$ cat src/rtl/simple_uart_wb_ctrl_if.sv
// Wishbone bus between simple_uart_wb_ctrl (master) and a simple_uart
// register file (slave).
//   wb_cyc_o / wb_stb_o : bus cycle and strobe
//   wb_we_o             : 1 = write, 0 = read
//   wb_adr_o [2:0]      : UART register (0 CLKDIV, 3 TXCHAR, 4 RXCHAR)
//   wb_dat_o [31:0]     : write data
//   wb_dat_i [31:0]     : read data, valid while wb_ack_i is high
//   wb_ack_i            : slave acknowledge
interface simple_uart_wb_ctrl_if;
  logic        wb_cyc_o;
  logic        wb_stb_o;
  logic        wb_we_o;
  logic [2:0]  wb_adr_o;
  logic [31:0] wb_dat_o;
  logic [31:0] wb_dat_i;
  logic        wb_ack_i;

  modport master (
    output wb_cyc_o, wb_stb_o, wb_we_o, wb_adr_o, wb_dat_o,
    input  wb_dat_i, wb_ack_i
  );

  modport slave (
    input  wb_cyc_o, wb_stb_o, wb_we_o, wb_adr_o, wb_dat_o,
    output wb_dat_i, wb_ack_i
  );
endinterface

$ cat src/rtl/simple_uart_wb_ctrl.sv
// Wishbone master that runs one simple_uart without a CPU: programs the baud
// divider after reset and on request, moves bytes from a TX stream into
// TXCHAR and drains RXCHAR into an RX stream.
//   clk_i, rst_i            : clock, synchronous active-high reset
//   wb                      : Wishbone master port (see simple_uart_wb_ctrl_if)
//   tx_int_i / rx_int_i     : UART TX FIFO not full / RX FIFO not empty
//   clkdiv_i, clkdiv_stb_i  : new divider value and one-cycle write request
//   tx_tdata/tvalid/tready  : byte stream to transmit (1-entry holding reg)
//   rx_tdata/tvalid/tready  : received byte stream (1-entry holding reg)
//   busy_o                  : not idle, or a divider/TX request is pending
//   err_o                   : one-cycle pulse when a bus access times out
module simple_uart_wb_ctrl #(
  parameter logic [15:0] CLKDIV_INIT = 16'd0,
  parameter logic [15:0] WB_TIMEOUT  = 16'd255,
  parameter logic [3:0]  SETTLE      = 4'd2
) (
  input  logic                        clk_i,
  input  logic                        rst_i,
  simple_uart_wb_ctrl_if.master       wb,
  input  logic                        tx_int_i,
  input  logic                        rx_int_i,
  input  logic [15:0]                 clkdiv_i,
  input  logic                        clkdiv_stb_i,
  input  logic [7:0]                  tx_tdata,
  input  logic                        tx_tvalid,
  output logic                        tx_tready,
  output logic [7:0]                  rx_tdata,
  output logic                        rx_tvalid,
  input  logic                        rx_tready,
  output logic                        busy_o,
  output logic                        err_o
);

  typedef enum logic [2:0] {
    ST_INIT_DIV,
    ST_IDLE,
    ST_DIV_WR,
    ST_TX_WR,
    ST_RX_RD
  } state_t;

  localparam logic [2:0] ADR_CLKDIV = 3'd0;
  localparam logic [2:0] ADR_TXCHAR = 3'd3;
  localparam logic [2:0] ADR_RXCHAR = 3'd4;

  state_t      state_reg;
  logic        cyc_reg, stb_reg, we_reg;
  logic [2:0]  adr_reg;
  logic [31:0] dat_reg;
  logic [15:0] tmo_cnt_reg;
  logic        err_reg;
  logic [3:0]  settle_cnt_reg;
  logic [15:0] div_reg;
  logic        div_pending_reg;
  logic [7:0]  tx_hold_reg;
  logic        tx_hold_valid_reg, tx_hold_valid_next;
  logic        tx_ready_reg;
  logic [7:0]  rx_data_reg;
  logic        rx_valid_reg;
  logic        last_rx_reg;   // last round-robin winner was RX

  logic access_done, access_tmo;
  logic tx_elig, rx_elig, pick_tx, tx_accept, tx_ack;
  logic unused_dat;

  assign access_done = stb_reg & wb.wb_ack_i;
  // The counter starts at 0 on the first strobe cycle, so stb stays high for
  // exactly WB_TIMEOUT cycles before an abort.
  assign access_tmo  = stb_reg & ~wb.wb_ack_i & (tmo_cnt_reg == WB_TIMEOUT - 16'd1);

  assign tx_elig   = tx_hold_valid_reg & tx_int_i & (settle_cnt_reg == 4'd0);
  assign rx_elig   = ~rx_valid_reg & rx_int_i & (settle_cnt_reg == 4'd0);
  assign pick_tx   = tx_elig & (~rx_elig | last_rx_reg);
  assign tx_accept = tx_tvalid & tx_ready_reg;
  assign tx_ack    = (state_reg == ST_TX_WR) & access_done;

  // Accept and TXCHAR ack never coincide: ready is low while a byte is held.
  always_comb begin
    tx_hold_valid_next = tx_hold_valid_reg;
    if (tx_accept)   tx_hold_valid_next = 1'b1;
    else if (tx_ack) tx_hold_valid_next = 1'b0;
  end

  always_ff @(posedge clk_i) begin
    if (rst_i) begin
      state_reg         <= ST_INIT_DIV;
      cyc_reg           <= 1'b0;
      stb_reg           <= 1'b0;
      we_reg            <= 1'b0;
      adr_reg           <= 3'd0;
      dat_reg           <= 32'd0;
      tmo_cnt_reg       <= 16'd0;
      err_reg           <= 1'b0;
      settle_cnt_reg    <= 4'd0;
      div_reg           <= 16'd0;
      div_pending_reg   <= 1'b0;
      tx_hold_reg       <= 8'd0;
      tx_hold_valid_reg <= 1'b0;
      tx_ready_reg      <= 1'b0;
      rx_data_reg       <= 8'd0;
      rx_valid_reg      <= 1'b0;
      last_rx_reg       <= 1'b1;
    end else begin
      err_reg     <= 1'b0;
      tmo_cnt_reg <= stb_reg ? tmo_cnt_reg + 16'd1 : 16'd0;
      if (settle_cnt_reg != 4'd0) settle_cnt_reg <= settle_cnt_reg - 4'd1;

      if (clkdiv_stb_i) begin
        div_reg         <= clkdiv_i;
        div_pending_reg <= 1'b1;
      end

      tx_hold_valid_reg <= tx_hold_valid_next;
      tx_ready_reg      <= ~tx_hold_valid_next;
      if (tx_accept) tx_hold_reg <= tx_tdata;

      if (rx_valid_reg && rx_tready) rx_valid_reg <= 1'b0;

      if (stb_reg) begin
        // Access in flight: hold every bus output until ack or timeout.
        if (access_done || access_tmo) begin
          cyc_reg   <= 1'b0;
          stb_reg   <= 1'b0;
          we_reg    <= 1'b0;
          adr_reg   <= 3'd0;
          dat_reg   <= 32'd0;
          err_reg   <= access_tmo;
          state_reg <= ST_IDLE;
          if (access_done && state_reg == ST_TX_WR) begin
            settle_cnt_reg <= SETTLE;
          end
          if (access_done && state_reg == ST_RX_RD) begin
            rx_data_reg    <= wb.wb_dat_i[7:0];
            rx_valid_reg   <= 1'b1;
            settle_cnt_reg <= SETTLE;
          end
        end
      end else begin
        case (state_reg)
          ST_INIT_DIV: begin
            cyc_reg <= 1'b1;
            stb_reg <= 1'b1;
            we_reg  <= 1'b1;
            adr_reg <= ADR_CLKDIV;
            dat_reg <= {16'd0, CLKDIV_INIT};
          end
          ST_IDLE: begin
            if (div_pending_reg) begin
              state_reg       <= ST_DIV_WR;
              cyc_reg         <= 1'b1;
              stb_reg         <= 1'b1;
              we_reg          <= 1'b1;
              adr_reg         <= ADR_CLKDIV;
              dat_reg         <= {16'd0, div_reg};
              // A strobe landing in this same cycle queues another write.
              div_pending_reg <= clkdiv_stb_i;
            end else if (pick_tx) begin
              state_reg   <= ST_TX_WR;
              cyc_reg     <= 1'b1;
              stb_reg     <= 1'b1;
              we_reg      <= 1'b1;
              adr_reg     <= ADR_TXCHAR;
              dat_reg     <= {24'd0, tx_hold_reg};
              last_rx_reg <= 1'b0;
            end else if (rx_elig) begin
              state_reg   <= ST_RX_RD;
              cyc_reg     <= 1'b1;
              stb_reg     <= 1'b1;
              we_reg      <= 1'b0;
              adr_reg     <= ADR_RXCHAR;
              dat_reg     <= 32'd0;
              last_rx_reg <= 1'b1;
            end
          end
          // Access states always have stb high; recover to IDLE otherwise.
          default: state_reg <= ST_IDLE;
        endcase
      end
    end
  end

  assign unused_dat  = ^wb.wb_dat_i[31:8];

  assign wb.wb_cyc_o = cyc_reg;
  assign wb.wb_stb_o = stb_reg;
  assign wb.wb_we_o  = we_reg;
  assign wb.wb_adr_o = adr_reg;
  assign wb.wb_dat_o = dat_reg;

  assign tx_tready = tx_ready_reg;
  assign rx_tdata  = rx_data_reg;
  assign rx_tvalid = rx_valid_reg;
  assign err_o     = err_reg;
  assign busy_o    = (state_reg != ST_IDLE) | div_pending_reg | tx_hold_valid_reg;

endmodule

$ cat src/flat_wrapper.sv
// flat-port wrapper written by rule: the top's interface ports become plain ports
module simple_uart_wb_ctrl_flat 
#(
  parameter logic [15:0] CLKDIV_INIT = 16'd0,
  parameter logic [15:0] WB_TIMEOUT  = 16'd255,
  parameter logic [3:0]  SETTLE      = 4'd2
)
  (clk_i, rst_i, tx_int_i, rx_int_i, clkdiv_i, clkdiv_stb_i, tx_tdata, tx_tvalid, tx_tready, rx_tdata, rx_tvalid, rx_tready, busy_o, err_o, wb_wb_cyc_o, wb_wb_stb_o, wb_wb_we_o, wb_wb_adr_o, wb_wb_dat_o, wb_wb_dat_i, wb_wb_ack_i);
  simple_uart_wb_ctrl_if wb_i ();
  input  logic clk_i;
  input  logic rst_i;
  input  logic tx_int_i;
  input  logic rx_int_i;
  input  logic [15:0] clkdiv_i;
  input  logic clkdiv_stb_i;
  input  logic [7:0] tx_tdata;
  input  logic tx_tvalid;
  output logic tx_tready;
  output logic [7:0] rx_tdata;
  output logic rx_tvalid;
  input  logic rx_tready;
  output logic busy_o;
  output logic err_o;
  output wire logic [$bits(wb_i.wb_cyc_o)-1:0] wb_wb_cyc_o;
  output wire logic [$bits(wb_i.wb_stb_o)-1:0] wb_wb_stb_o;
  output wire logic [$bits(wb_i.wb_we_o)-1:0] wb_wb_we_o;
  output wire logic [$bits(wb_i.wb_adr_o)-1:0] wb_wb_adr_o;
  output wire logic [$bits(wb_i.wb_dat_o)-1:0] wb_wb_dat_o;
  input wire logic [$bits(wb_i.wb_dat_i)-1:0] wb_wb_dat_i;
  input wire logic [$bits(wb_i.wb_ack_i)-1:0] wb_wb_ack_i;
  assign wb_wb_cyc_o = wb_i.wb_cyc_o;
  assign wb_wb_stb_o = wb_i.wb_stb_o;
  assign wb_wb_we_o = wb_i.wb_we_o;
  assign wb_wb_adr_o = wb_i.wb_adr_o;
  assign wb_wb_dat_o = wb_i.wb_dat_o;
  assign wb_i.wb_dat_i = wb_wb_dat_i;
  assign wb_i.wb_ack_i = wb_wb_ack_i;
  simple_uart_wb_ctrl #(.CLKDIV_INIT(CLKDIV_INIT), .WB_TIMEOUT(WB_TIMEOUT), .SETTLE(SETTLE)) u_core (.clk_i(clk_i), .rst_i(rst_i), .wb(wb_i), .tx_int_i(tx_int_i), .rx_int_i(rx_int_i), .clkdiv_i(clkdiv_i), .clkdiv_stb_i(clkdiv_stb_i), .tx_tdata(tx_tdata), .tx_tvalid(tx_tvalid), .tx_tready(tx_tready), .rx_tdata(rx_tdata), .rx_tvalid(rx_tvalid), .rx_tready(rx_tready), .busy_o(busy_o), .err_o(err_o));
endmodule
$ cat config.mk
export PLATFORM = sky130hd
export DESIGN_NAME = simple_uart_wb_ctrl_flat
export DESIGN_NICKNAME = d
export VERILOG_FILES = /design/src/rtl/simple_uart_wb_ctrl_if.sv /design/src/rtl/simple_uart_wb_ctrl.sv /design/src/flat_wrapper.sv
export SDC_FILE = /design/constraint.sdc
export NUM_CORES = 1
export LEC_CHECK = 0
export ABC_AREA = 1
export CAP_MARGIN = 0
export CORE_MARGIN = 2
export CORE_UTILIZATION = 50
export DETAILED_ROUTE_END_ITERATION = 12
export PLACE_DENSITY = 0.85
export SLEW_MARGIN = 20
export SYNTH_ARGS = -nofsm -noshare
export SYNTH_HDL_FRONTEND = slang
export SYNTH_SLANG_ARGS = --single-unit
$ cat constraint.sdc
create_clock -name clk_i -period 3.78 [get_ports clk_i]
set_input_delay 0.378 -clock clk_i [delete_from_list [all_inputs] [get_ports clk_i]]
set_output_delay 0.378 -clock clk_i [all_outputs]
set_load 0.02 [all_outputs]
==> impl_metrics.toml <==
[yosys]
synthCells = 493
yosysWarnings = 0
syn_area_um2 = 3530
ys_ff_latch = 82
ys_types = 28
synth_area_per_cell_um2 = 7.15
seq_area_frac_synth_pct = 46.6

[critical_path]
worst-path-buf-inv = 3
path_cells = "clkdlybuf4s50_1 -> buf_4 -> clkinv_1 -> nand3_1 -> a21oi_1"
slowest_delay_ps = 760
critical_path_class = "in2reg"
crit_fanout = 37
endpoint_kind = "register"
critical_path_required_ps = 4020
start_kind = "input pin"
cp.arrival_ps = 2430
slowest_stage = "clkinv_1"
cpLargestDelayFamily = "buffers and inverters"

[global_route]
antenna_found_initial = 0
grtUsageTotal_pct = 22.1
met3_usage_pct = 9.61
met1_usage_pct = 24.6
overflow = 0
grt.met2_usage_pct = 37.5
grt_max_degree = 38
grt_pass1_wl_mm = 13.4
top_usage_layer = "met2"
grt_pass1_vias = 3040

[floorplanning]
core_area_um2 = 6790
die_area_um2 = 7740
dieWidth_um = 88.0
rows = 30
io_pins = 114
start_util_pct = 51.9
die_h_um = 88.0

[status]
status = "completed"

[clock_network]
cts_tree = "done"
clock_path_buffers = 2
cts_root_buffer = "clkbuf_8"
htreeDepth = 3
postCtsHoldBufs = 0
cts_sinks = 82
cts_resized = 0
clk_latency_ps = 350
cts_inserted_buffers = 9
post_cts_buffers = 0
clkSlewWorstSetupHoldPaths_ps = 80

[timing]
grt_setup_unrepaired = "false"
holdWs_ps = 454
hold_viol = 0
skew_ps = 10.4
tightest_slew_ps = 849
max_slew_margin_pct = 43.0
post-route-period-util_pct = 58.0
clock.fmax_mhz = 456
finalMaxSlewViolations = 0
period_minus_slack_ps = 2190
tns_ps = 0
setup_viol_count_final = 0

[routing]
drtIter0Drc = 176
vias_per_cell = 4.98
via_count = 3301
drc = 0
drtAntennaViolNets = 0
wirelength_mm = 8.17
first_pass_iters = 4
wire_per_inst_um = 12.3

[power_and_ir_drop]
cellInternalPower_uw = 1600
combinationalPowerShare_pct = 30.6
ir_worst_vdd_uv = 343
switching_share_pct = 35.2
seq_power_share_pct = 42.7
power_leakage_uw = 0.00177
clockPowerShare_pct = 26.7
power_switching_uw = 871
cellPowerDensity_nw_per_um2 = 556

[finish]
final_layout_size_suffix_gt1_share_pct = 4.41
layout_common_cells = "nand2_1 (99), nor2_1 (85), dfxtp_1 (82), clkdlybuf4s50_1 (73), inv_1 (56)"
final_common_cell = "nand2_1"
syn2layout_area_growth_pct = 26.2
diodes = 0
nNetsFinal = 629

[flow_run]
timing.max_cap.violations = 0

[placed_design]
post-dp-hpwl_mm = 5.74
gp_congestion = 0.867
io_buffers = 73

[min_path]
hp-class = "reg2reg"
worst min-delay path, cell delays in order (launching register included):
cell     delay, ps
dfxtp_1        300
inv_1           50
a21oi_1         50
worst paths after layout:
check                                start                        to  slack (ps)  depth (start not counted)
setup / recovery                     rst_i  u_core.settle_cnt_reg[2]        1590                          5
hold / removal       u_core.tx_hold_reg[7]     u_core.tx_hold_reg[7]         450                          2
setup reg to reg  u_core.settle_cnt_reg[0]     u_core.wb.wb_dat_o[1]        1720                         10
hold reg to reg      u_core.tx_hold_reg[7]     u_core.tx_hold_reg[7]         450                          2
cells in the mapped netlist:
cell type  number  area, µm²
nand3_1        13       65.1
buf_2           1       5.00
ha_1            3       37.5
conb_1          1       3.75
inv_2           2       7.51
o21a_1          1       7.51
inv_1          56        210
a211oi_1        1       7.51
nor2_1         85        319
nand2_1        99        372
buf_4          18        135
o21ai_0        43        215
nand3_2         2       20.0
xor2_1          2       17.5
nor2_4          1       11.3
nand3b_1        1       7.51
dfxtp_1        82       1640
xnor2_1         1       8.76
nor3_1          5       25.0
clkinv_1        2       7.51
nand4_1        12       75.1
or2_2           2       12.5
nor3_4          1       16.3
o211ai_1        1       7.51
a21oi_1        46        230
buf_1           2       7.51
buf_6           2       22.5
clkbuf_1        8       30.0
per-stage QoR:
stage | cell area (µm²) | util (%) | total power (µW) | std cells | worst slack [ps]
CTS | 4450 | 65.5 | 2490 | 663 | 1610
detailed placement | 4240 | 62.4 | 1830 | 647 | 1220
global route | 4450 | 65.5 | 2630 | 663 | 1390
floorplan | 3580 | - | 1600 | 508 | 2240
global placement | 4240 | 62.4 | 1800 | 647 | 1220
finish | 4450 | 65.5 | 2480 | 663 | 1590
logic make-up after synthesis:
| group | after synthesis | synth area share (%) |
|---|---|---|
| AOI/OAI and AO/OA | 92 | 13.3 |
| xor gates and xnor gates | 3 | 0.745 |
| adders and majority gates | 3 | 1.06 |
| buffers and inverters | 91 | 12.1 |
| DFF | 82 | 46.6 |
| other | 1 | 0.106 |
| and+or+nand+nor | 221 | 26.2 |
power groups by stage:
stage,combinational (µW),sequential [µW],clock [µW]
after global placement,726,1070,0
after global routing,848,1070,715
after detailed placement,750,1080,0
after floorplan,463,1130,0
after CTS,759,1060,673
final,757,1060,662
area by class of cell:
class                           instances  area [µm²]
Tap cell                               96         120
Clock inverter                          6        71.3
Timing Repair Buffer                   74         738
Inverter                               60         225
Fill cell                             582        2340
Multi-Input combinational cell        335        1520
Sequential cell                        82        1640
Clock buffer                           10         138
routing by layer:
metal | vias up | wire [µm]
li1 | 1669 | -
met1 | 1516 | 3310
met2 | 104 | 4110
met3 | 12 | 614
met4 | 0 | 134
met5 | - | 0
(Power assumes the default switching activity.)
